--- config.mk ---
export PLATFORM = sky130hd
export DESIGN_NAME = vga_plot_arbiter
export DESIGN_NICKNAME = d
export VERILOG_FILES = /design/src/rtl/vga_pkg.sv /design/src/rtl/vga_plot_arbiter_rr_pick.sv /design/src/rtl/vga_plot_arbiter.sv
export SDC_FILE = /design/constraint.sdc
export NUM_CORES = 1
export LEC_CHECK = 0
export CAP_MARGIN = 0
export CORE_AREA = 3 3 79 81
export DETAILED_ROUTE_END_ITERATION = 8
export DIE_AREA = 0 0 82 84
export GPL_TIMING_DRIVEN = 1
export PLACE_DENSITY = 0.84
export RECOVER_POWER = 100
export SKIP_CTS_REPAIR_TIMING = 1
export SLEW_MARGIN = 20
export SYNTH_ARGS = -nofsm -noshare
export SYNTH_HDL_FRONTEND = slang
export SYNTH_SLANG_ARGS = --single-unit
export TNS_END_PERCENT = 10
--- constraint.sdc ---
create_clock -name clock -period 6.45 [get_ports clock]
set_input_delay 1.29 -clock clock [delete_from_list [all_inputs] [get_ports clock]]
set_output_delay 1.29 -clock clock [all_outputs]
set_load 0.05 [all_outputs]
--- src/rtl/vga_pkg.sv ---
// Shared VGA widths, colours and plot arbiter state encoding.
package vga_pkg;

  localparam int X_W   = 9;
  localparam int Y_W   = 8;
  localparam int COL_W = 3;

  localparam logic [COL_W-1:0] BLACK = 3'b000;

  typedef enum logic [1:0] {
    ST_IDLE  = 2'd0,
    ST_GRANT = 2'd1,
    ST_GAP   = 2'd2
  } arb_state_e;

endpackage

--- src/rtl/vga_plot_arbiter_rr_pick.sv ---
// Round-robin picker: first asserted request at or after ptr_i,
// wrapping modulo N. Purely combinational.
module rr_pick #(
  parameter int N = 4
) (
  input  logic [N-1:0] req_i,
  input  logic [2:0]   ptr_i,
  output logic [N-1:0] gnt_o,
  output logic [2:0]   idx_o,
  output logic         any_o
);

  logic [N-1:0] rot;
  int           sel;
  int           sum;

  always_comb begin
    rot   = N'({req_i, req_i} >> ptr_i);
    sel   = 0;
    sum   = 0;
    any_o = 1'b0;
    // Scan downwards so the lowest rotated offset wins.
    for (int k = N - 1; k >= 0; k--) begin
      if (rot[k]) begin
        any_o = 1'b1;
        sel   = k;
      end
    end
    sum = int'(ptr_i) + sel;
    if (sum >= N) sum = sum - N;
    idx_o = 3'(sum);
    gnt_o = any_o ? (N'(1) << sum) : '0;
  end

endmodule

--- src/rtl/vga_plot_arbiter.sv ---
// Round-robin VGA pixel port arbiter for sprite engines.
// Optional hung-engine watchdog: define PLOT_ARB_WATCHDOG_EN.
module vga_plot_arbiter
  import vga_pkg::*;
#(
  parameter int NUM_REQ      = 4,
  parameter int MAX_BURST    = 16,
  parameter int IDLE_TIMEOUT = 64
) (
  input  logic                   clock,
  input  logic                   reset,
  input  logic [NUM_REQ-1:0]     req,
  input  logic [NUM_REQ-1:0]     req_plot,
  input  logic [9*NUM_REQ-1:0]   req_x,
  input  logic [8*NUM_REQ-1:0]   req_y,
  input  logic [3*NUM_REQ-1:0]   req_colour,
  output logic [NUM_REQ-1:0]     grant,
  output logic [X_W-1:0]         x,
  output logic [Y_W-1:0]         y,
  output logic [COL_W-1:0]       colour,
  output logic                   plot,
  output logic [2:0]             owner,
  output logic                   busy,
  output logic                   revoked
);

  localparam int IW = (NUM_REQ > 1) ? $clog2(NUM_REQ) : 1;

  if (NUM_REQ < 2 || NUM_REQ > 8 ||
      MAX_BURST < 1 || MAX_BURST > 255 ||
      IDLE_TIMEOUT < 2 || IDLE_TIMEOUT > 255) begin : g_bad_param
    $error("vga_plot_arbiter: parameter out of range");
  end

  arb_state_e           state_q;
  logic [NUM_REQ-1:0]   grant_q;
  logic [2:0]           owner_q;
  logic                 busy_q;
  logic [7:0]           cnt_q;
  logic [7:0]           cnt_d;
  logic [2:0]           ptr_q;
  logic [2:0]           ptr_d;
  logic [X_W-1:0]       x_q;
  logic [Y_W-1:0]       y_q;
  logic [COL_W-1:0]     col_q;
  logic                 plot_q;

  logic [NUM_REQ-1:0]   pick_gnt;
  logic [2:0]           pick_idx;
  logic                 pick_any;

  logic [IW-1:0]        oi;
  logic [X_W-1:0]       own_x;
  logic [Y_W-1:0]       own_y;
  logic [COL_W-1:0]     own_col;
  logic                 in_grant;
  logic                 accept;
  logic                 last;
  logic                 wd_hit;
  logic                 burst_end;

  rr_pick #(
    .N (NUM_REQ)
  ) u_pick (
    .req_i (req),
    .ptr_i (ptr_q),
    .gnt_o (pick_gnt),
    .idx_o (pick_idx),
    .any_o (pick_any)
  );

  assign oi      = owner_q[IW-1:0];
  assign own_x   = req_x[X_W*int'(oi) +: X_W];
  assign own_y   = req_y[Y_W*int'(oi) +: Y_W];
  assign own_col = req_colour[COL_W*int'(oi) +: COL_W];

  assign in_grant = (state_q == ST_GRANT);
  assign accept   = in_grant && grant_q[oi] && req_plot[oi];
  assign last     = accept && (cnt_q == 8'(MAX_BURST - 1));
  assign cnt_d    = cnt_q + 8'd1;
  assign ptr_d    = (int'(oi) == NUM_REQ - 1) ? 3'd0
                                              : owner_q + 3'd1;

`ifdef PLOT_ARB_WATCHDOG_EN
  logic [7:0] wd_q;
  logic       revoked_q;

  assign wd_hit  = in_grant && !accept &&
                   (wd_q == 8'(IDLE_TIMEOUT - 1));
  assign revoked = revoked_q;
`else
  assign wd_hit  = 1'b0;
  assign revoked = 1'b0;
`endif

  assign burst_end = in_grant && (!req[oi] || last || wd_hit);

  always_ff @(posedge clock) begin
    if (reset) begin
      state_q <= ST_IDLE;
      grant_q <= '0;
      owner_q <= 3'd0;
      busy_q  <= 1'b0;
      cnt_q   <= 8'd0;
      ptr_q   <= 3'd0;
      x_q     <= '0;
      y_q     <= '0;
      col_q   <= BLACK;
      plot_q  <= 1'b0;
`ifdef PLOT_ARB_WATCHDOG_EN
      wd_q      <= 8'd0;
      revoked_q <= 1'b0;
`endif
    end else begin
      // Pixel path: only the owner's accepted pixel reaches the port.
      plot_q <= accept;
      if (accept) begin
        x_q   <= own_x;
        y_q   <= own_y;
        col_q <= own_col;
      end
`ifdef PLOT_ARB_WATCHDOG_EN
      revoked_q <= 1'b0;
`endif
      unique case (state_q)
        ST_IDLE: begin
          if (pick_any) begin
            state_q <= ST_GRANT;
            grant_q <= pick_gnt;
            owner_q <= pick_idx;
            busy_q  <= 1'b1;
            cnt_q   <= 8'd0;
`ifdef PLOT_ARB_WATCHDOG_EN
            wd_q    <= 8'd0;
`endif
          end
        end
        ST_GRANT: begin
          if (burst_end) begin
            state_q <= ST_GAP;
            grant_q <= '0;
            busy_q  <= 1'b0;
            ptr_q   <= ptr_d;
`ifdef PLOT_ARB_WATCHDOG_EN
            revoked_q <= wd_hit;
`endif
          end else begin
            if (accept) cnt_q <= cnt_d;
`ifdef PLOT_ARB_WATCHDOG_EN
            wd_q <= accept ? 8'd0 : wd_q + 8'd1;
`endif
          end
        end
        ST_GAP: begin
          state_q <= ST_IDLE;
        end
        default: begin
          state_q <= ST_IDLE;
          grant_q <= '0;
          busy_q  <= 1'b0;
        end
      endcase
    end
  end

  assign grant  = grant_q;
  assign owner  = owner_q;
  assign busy   = busy_q;
  assign x      = x_q;
  assign y      = y_q;
  assign colour = col_q;
  assign plot   = plot_q;

endmodule

After elaboration in Yosys (flattened, before gate mapping)
Cells that the tools add are included.
{"block": "totals", "out_inout_bits": 30, "ff_bits": 42, "n_memories": 0, "mem_bits_rw": 0, "elab_cells": 74, "input_bits": 90, "latchBits": 0, "rom_bits": 0}
{"block": "op_classes", "bitwise": 1, "shifts": 5, "muxes": 29, "n_reduce_logical": 13, "eq_ne": 8, "n_mul": 2, "n_lt_le_gt_ge": 2, "n_div": 0, "n_addsub": 4}
{"op": "$shiftx 36x7->9", "n": 1}
{"op": "$ge 32x4->1 const B", "n": 1}
{"op": "$mux 32", "n": 1}
{"op": "$shiftx 32x6->8", "n": 1}
{"op": "$shl 1x32->4 const A", "n": 1}
{"op": "$sub 32x4->32 const B", "n": 1}
{"op": "$mux 8", "n": 3}
{"op": "$pmux 8 s2", "n": 1}
{"op": "$mux 2", "n": 6}
{"op": "$pmux 4 s3", "n": 1}
{"op": "$shiftx 12x5->3", "n": 1}
{"op": "$mux 1", "n": 9}
{"op": "$add 8x1->8 const B", "n": 1}
{"op": "$eq 8x4->1 const B", "n": 1}
{"op": "$mux 4", "n": 2}
{"op": "$shr 8x3->4", "n": 1}
{"op": "$bmux 1 s2", "n": 3}
{"op": "$mul 4x2->6 const A", "n": 1}
{"op": "$reduce_and 2->1", "n": 3}
{"op": "$add 3x2->4", "n": 1}
{"op": "$eq 2x1->1 const B", "n": 2}
{"op": "$logic_and 1x1->1", "n": 4}
{"op": "$mul 2x2->4 const A", "n": 1}
{"op": "$ne 2x1->1 const B", "n": 2}
{"op": "14 further kinds", "n": 15}

Depth between registers and ports, before layout
{"block": "logic_depth", "word_depth": 11, "depth_mapped": 12, "ltp_nobuf": 11}

Modules after synthesis
A second synthesis with hierarchy kept.
{"block": "unflattened", "cells_unflattened": 275, "area_unflattened_um2": 2555.0}
{"mod": "vga_plot_arbiter", "instances": 1, "area_each_um2": 2243.4, "seq_area_each_um2": 840.8, "cells_each": 236}
{"mod": "rr_pick", "instances": 1, "area_each_um2": 311.5, "seq_area_each_um2": 0.0, "cells_each": 39}

Least setup slack after synthesis
OpenSTA, ideal clock, no wires.
{"block": "synth_path", "kind": "input to register", "start": "input port req[0]", "end": "register grant_q[0] (netlist: grant[0])", "setup_ns": 0.061, "arrival_time_ns": 3.127, "n_path_buf": 0, "cell_stages": 9, "required_time_ns": 6.389, "setup_slack_ns": 3.261, "cell_sequence": "nor2b_1 -> a211o_1 -> o31ai_1 -> ha_1 -> a21oi_1 -> nor2_1 -> nor3_1 -> nor3b_1 -> a32o_1"}
{"block": "synth_via", "elab_chain_cells": 11, "elab_cells_between_ends": 24, "classes_between": "add/sub: 2; order compare: 1; eq/ne: 2; shift: 2; mux: 13; reduce/logical: 4"}
{"element": "start: declaration", "line_no": "vga_plot_arbiter.sv:12", "text": "input logic [NUM_REQ-1:0] req,"}
{"element": "$shr 8x3->4", "line_no": "vga_plot_arbiter_rr_pick.sv:18", "text": "rot = N'({req_i, req_i} >> ptr_i);"}
{"element": "$mux 2 (4 in series)", "line_no": "vga_plot_arbiter_rr_pick.sv:24", "text": "if (rot[k]) begin"}
{"element": "$add 3x2->4", "line_no": "vga_plot_arbiter_rr_pick.sv:29", "text": "sum = int'(ptr_i) + sel;"}
{"element": "$sub 32x4->32 or $ge 32x4->1 (tied branches)", "line_no": "vga_plot_arbiter_rr_pick.sv:30", "text": "if (sum >= N) sum = sum - N;"}
{"element": "$mux 32", "line_no": "vga_plot_arbiter_rr_pick.sv:30"}
{"element": "$shl 1x32->4", "line_no": "vga_plot_arbiter_rr_pick.sv:32", "text": "gnt_o = any_o ? (N'(1) << sum) : '0;"}
{"element": "$mux 4", "line_no": "vga_plot_arbiter.sv:127", "text": "if (pick_any) begin"}
{"element": "$pmux 4 s3", "line_no": "vga_plot_arbiter.sv:125", "text": "unique case (state_q)"}
{"element": "end signal: assignment", "line_no": "vga_plot_arbiter.sv:129", "text": "grant_q <= pick_gnt;"}
{"element": "end: declaration", "line_no": "vga_plot_arbiter.sv:36", "text": "logic [NUM_REQ-1:0] grant_q;"}
Parallel ways exist; a longest one is shown, timed or not. The select of a mux whose other input is x is not followed.
A chain may end at the register's enable or synchronous reset.

Worst setup path after layout
{"block": "layout_path", "start": "input port req_plot[2]", "end": "register grant_q[0] (netlist: grant[0])"}
{"block": "layout_via", "elab_chain_cells": 8}
{"element": "start: declaration", "line_no": "vga_plot_arbiter.sv:13", "text": "input logic [NUM_REQ-1:0] req_plot,"}
{"element": "$bmux 1 s2", "line_no": "vga_plot_arbiter.sv:78", "text": "assign accept = in_grant && grant_q[oi] && req_plot[oi];"}
{"element": "$mux 1 (implied by the code)", "line_no": "vga_plot_arbiter.sv:78"}
{"element": "$logic_and 1x1->1", "line_no": "vga_plot_arbiter.sv:78"}
{"element": "$logic_and 1x1->1", "line_no": "vga_plot_arbiter.sv:79", "text": "assign last = accept && (cnt_q == 8'(MAX_BURST - 1));"}
{"element": "$logic_or 1x1->1", "line_no": "vga_plot_arbiter.sv:96", "text": "assign burst_end = in_grant && (!req[oi] || last || wd_hit);"}
{"element": "$logic_and 1x1->1", "line_no": "vga_plot_arbiter.sv:96"}
{"element": "$ne 2x1->1 (no line)"}
{"element": "$reduce_and 3->1 (no line)"}
Every way passes these cells. The select of a mux whose other input is x is not followed.

==> impl_metrics.env <==
export IMPL_cp_arrival_ns=4.40
export IMPL_min_path_type="flop to flop"
export IMPL_fin_util_pct=67.3
export IMPL_initial_core_util_pct=44.2
export IMPL_synth_edf_count=0
export IMPL_ys_ff_latch=42
export IMPL_finalWeightedCongestion=0.785
export IMPL_track_usage_pct=21.3
export IMPL_routed_via_density=5.53
export IMPL_cts_tree="built"
export IMPL_syn_to_final_growth_pct=52.5
export IMPL_clockRootBuffer="clkbuf_8"
export IMPL_wirelength_mm=7.07
export IMPL_finalHoldViolCount=0
export IMPL_synthArstFlopShare_pct=0
export IMPL_finalCritPeriodShare_pct=65.5
export IMPL_max_clock_path_buffers=2
export IMPL_synth_xor_area_share_pct=0
export IMPL_cp_end_kind="flop"
export IMPL_fp_dieW_um=82
export IMPL_drive_gt1_share_pct=8.85
export IMPL_final_cells=445
export IMPL_grt_pass1_vias=2600
export IMPL_ios=120
export IMPL_status="finished with violations"
export IMPL_synthSimpleGateAreaFrac_pct=18.9
export IMPL_clkSlewWorstSetupHoldPaths_ns=0.08
export IMPL_place_inst=437
export IMPL_crit_required_ns=6.63
export IMPL_netlist_area_mm2=0.00245
export IMPL_worstPathMaxFanout=24
export IMPL_core_mm2=0.00554
export IMPL_synth_nets=358
export IMPL_cp_start_kind="primary input"
export IMPL_cts_sinks=42
export IMPL_syn_avg_cell_area_um2=9.30
export IMPL_synth_distinct_cells=51
export IMPL_path_buf_inv=1
export IMPL_seq_power_share_pct=40.1
export IMPL_routedWlPerCell_um=15.9
export IMPL_ant_nets=0
export IMPL_critPathTopFamily="simple AND/OR/NAND/NOR gates"
export IMPL_violations="max-capacitance violations, max-slew violations"
export IMPL_postSynthCellCount=263
export IMPL_layout_commonest_cell="clkdlybuf4s50_1"
export IMPL_vdd_drop_max_v=0.000180
export IMPL_dr_pass1_iters=4
export IMPL_p_int_uw=503
export IMPL_rows=27
export IMPL_min_period_ns=4.22
export IMPL_p_leak_nw=1.35
export IMPL_drcViolationCount=0
export IMPL_fillerInstances=467
export IMPL_final_nets=467
export IMPL_pwr_share_comb_pct=38.0
export IMPL_antenna_found_initial=0
export IMPL_synth_flop_cell="dfxtp_1"
export IMPL_yosysWarnings=0
export IMPL_p_clk_share_pct=22.0
export IMPL_vias=2462
export IMPL_portBuffers=118
export IMPL_slowest_stage="nor2_1"
export IMPL_clock_fmax_mhz=237
export IMPL_multi_input_area_mm2=0.00147
export IMPL_power_density_mw_per_mm2=204
export IMPL_setup_tns_final_ns=0
export IMPL_p_sw_share_pct=34.0
export IMPL_grt_start_max_net_pins=40
export IMPL_die_h_um=84
export IMPL_clk_latency_ns=0.28
export IMPL_yosysSeqAreaShare_pct=34.4
export IMPL_dp_hpwl_mm=5.53
export IMPL_die_area_mm2=0.00689
export IMPL_cts_made_buffers=5
export IMPL_fin_worst_skew_ns=0.00336
export IMPL_tightest_slew_ns=1.58
export IMPL_whs_ns=0.454
export IMPL_rsz0062_at_grt="false"
export IMPL_crit_chain="dlygate4sd3_1 -> nand2_1 -> mux4_2 -> nor2_1 -> a311oi_1 -> a32o_1"
export IMPL_synth_top_family_by_area="multiplexers"
export IMPL_maxSlewViolCount=52
export IMPL_synth_compound_area_share_pct=15.2
export IMPL_setup_viol=0
export IMPL_final_cell_mix="clkdlybuf4s50_1, nand2_1, dfxtp_1"
export IMPL_synthAdderAreaFrac_pct=2.86
export IMPL_max_stage_delay_ns=1.19
export IMPL_grt_pass1_wl_mm=11.7
export IMPL_synthMuxAreaShare_pct=23.1
export IMPL_regArea_um2=841
export IMPL_drt_iter0_markers=166
export IMPL_relSlewSlack_pct=-6.02
export IMPL_grt_overflow_total=0
export IMPL_cap_violations=2
export IMPL_htreeDepth=2
export IMPL_p_switching_uw=259
export IMPL_n_antenna_cell=0
export IMPL_crit_type="primary input to flop"
==> kinds of logic after synthesis <==
group                    count (synthesis)
AND/OR/NAND/NOR                        100
AO/OA/AOI/OAI                           54
buffers and inverters                   31
other                                    1
multiplexers                            30
flip-flops                              42
adder cells (fa/ha/maj)                  5
==> synth_stat cells (all sizes together), types with 3 or more instances <==
cell    instances  area, um^2
ha              4        50.1
nand2          51         191
buf             6        37.5
inv            13        48.8
a21oi          26         130
mux2i           8        80.1
dfxtp          42         841
o311ai          5        43.8
nor2           13        48.8
nand3          10        50.1
mux4           21         473
or3            10        62.6
nand2b          3        18.8
clkbuf         12        45.0
==> flip-flops by register name (all words and copies together) (netlist names) <==
register  count
busy          1
state_q       2
colour        3
x             9
grant         4
plot          1
cnt_q         8
owner         3
y             8
ptr_q         3
==> path summary, 6_finish.rpt <==
| kind | startpoint | to | slack (ns) | cells after the start |
|---|---|---|---|---|
| min reg2reg | x[6]$_SDFFE_PP0P_ | x[6]$_SDFFE_PP0P_ | 0.45 | 2 |
| max reg2reg | owner[0]$_SDFFE_PP0P_ | grant[0]$_SDFFE_PP0P_ | 2.26 | 4 |
| min | x[6]$_SDFFE_PP0P_ | x[6]$_SDFFE_PP0P_ | 0.45 | 2 |
| max | req_plot[2] | grant[0]$_SDFFE_PP0P_ | 2.23 | 6 |
==> final cells by class <==
| class | count | share of cell area [%] |
|---|---|---|
| clock buffers | 6 | 1.95 |
| clock inverters | 2 | 0.369 |
| inverters | 13 | 1.31 |
| multi-input cells | 190 | 39.3 |
| flip-flops and latches | 42 | 22.5 |
| well taps | 72 | 2.42 |
| repair buffers | 120 | 32.1 |
==> power groups by stage <==
stage                     Combinational, mW  Sequential (mW)  Clock [mW]
final                                 0.289            0.305       0.167
after global routing                  0.309            0.312       0.183
after CTS                             0.297            0.308       0.169
after detailed placement              0.296            0.314           0
after global placement                0.289            0.313           0
after floorplan                       0.165            0.336           0
==> tightest hold or removal path, cell delays in order (launching register included) <==
cell,delay (ns)
dfxtp_1,0.31
nand2_1,0.05
a21oi_1,0.05
==> per-stage QoR <==
stage	cell area [um^2]	power, mW	setup slack [ns]
floorplan	2450	0.500	3.26
global placement	3650	0.602	2.61
detailed placement	3650	0.610	2.43
CTS	3740	0.774	2.70
global route	3730	0.804	1.74
finish	3730	0.762	2.23
==> metal layers <==
layer / share of wire [%] / global-route usage (%) / vias up
li1: - / - / 1191
met1: 39 / 24.5 / 1165
met2: 51 / 36.1 / 90
met3: 7.8 / 7.24 / 16
met4: 2.8 / 7.10 / 0
met5: 0 / 0 / -
Power figures use the tool's default switching activity.
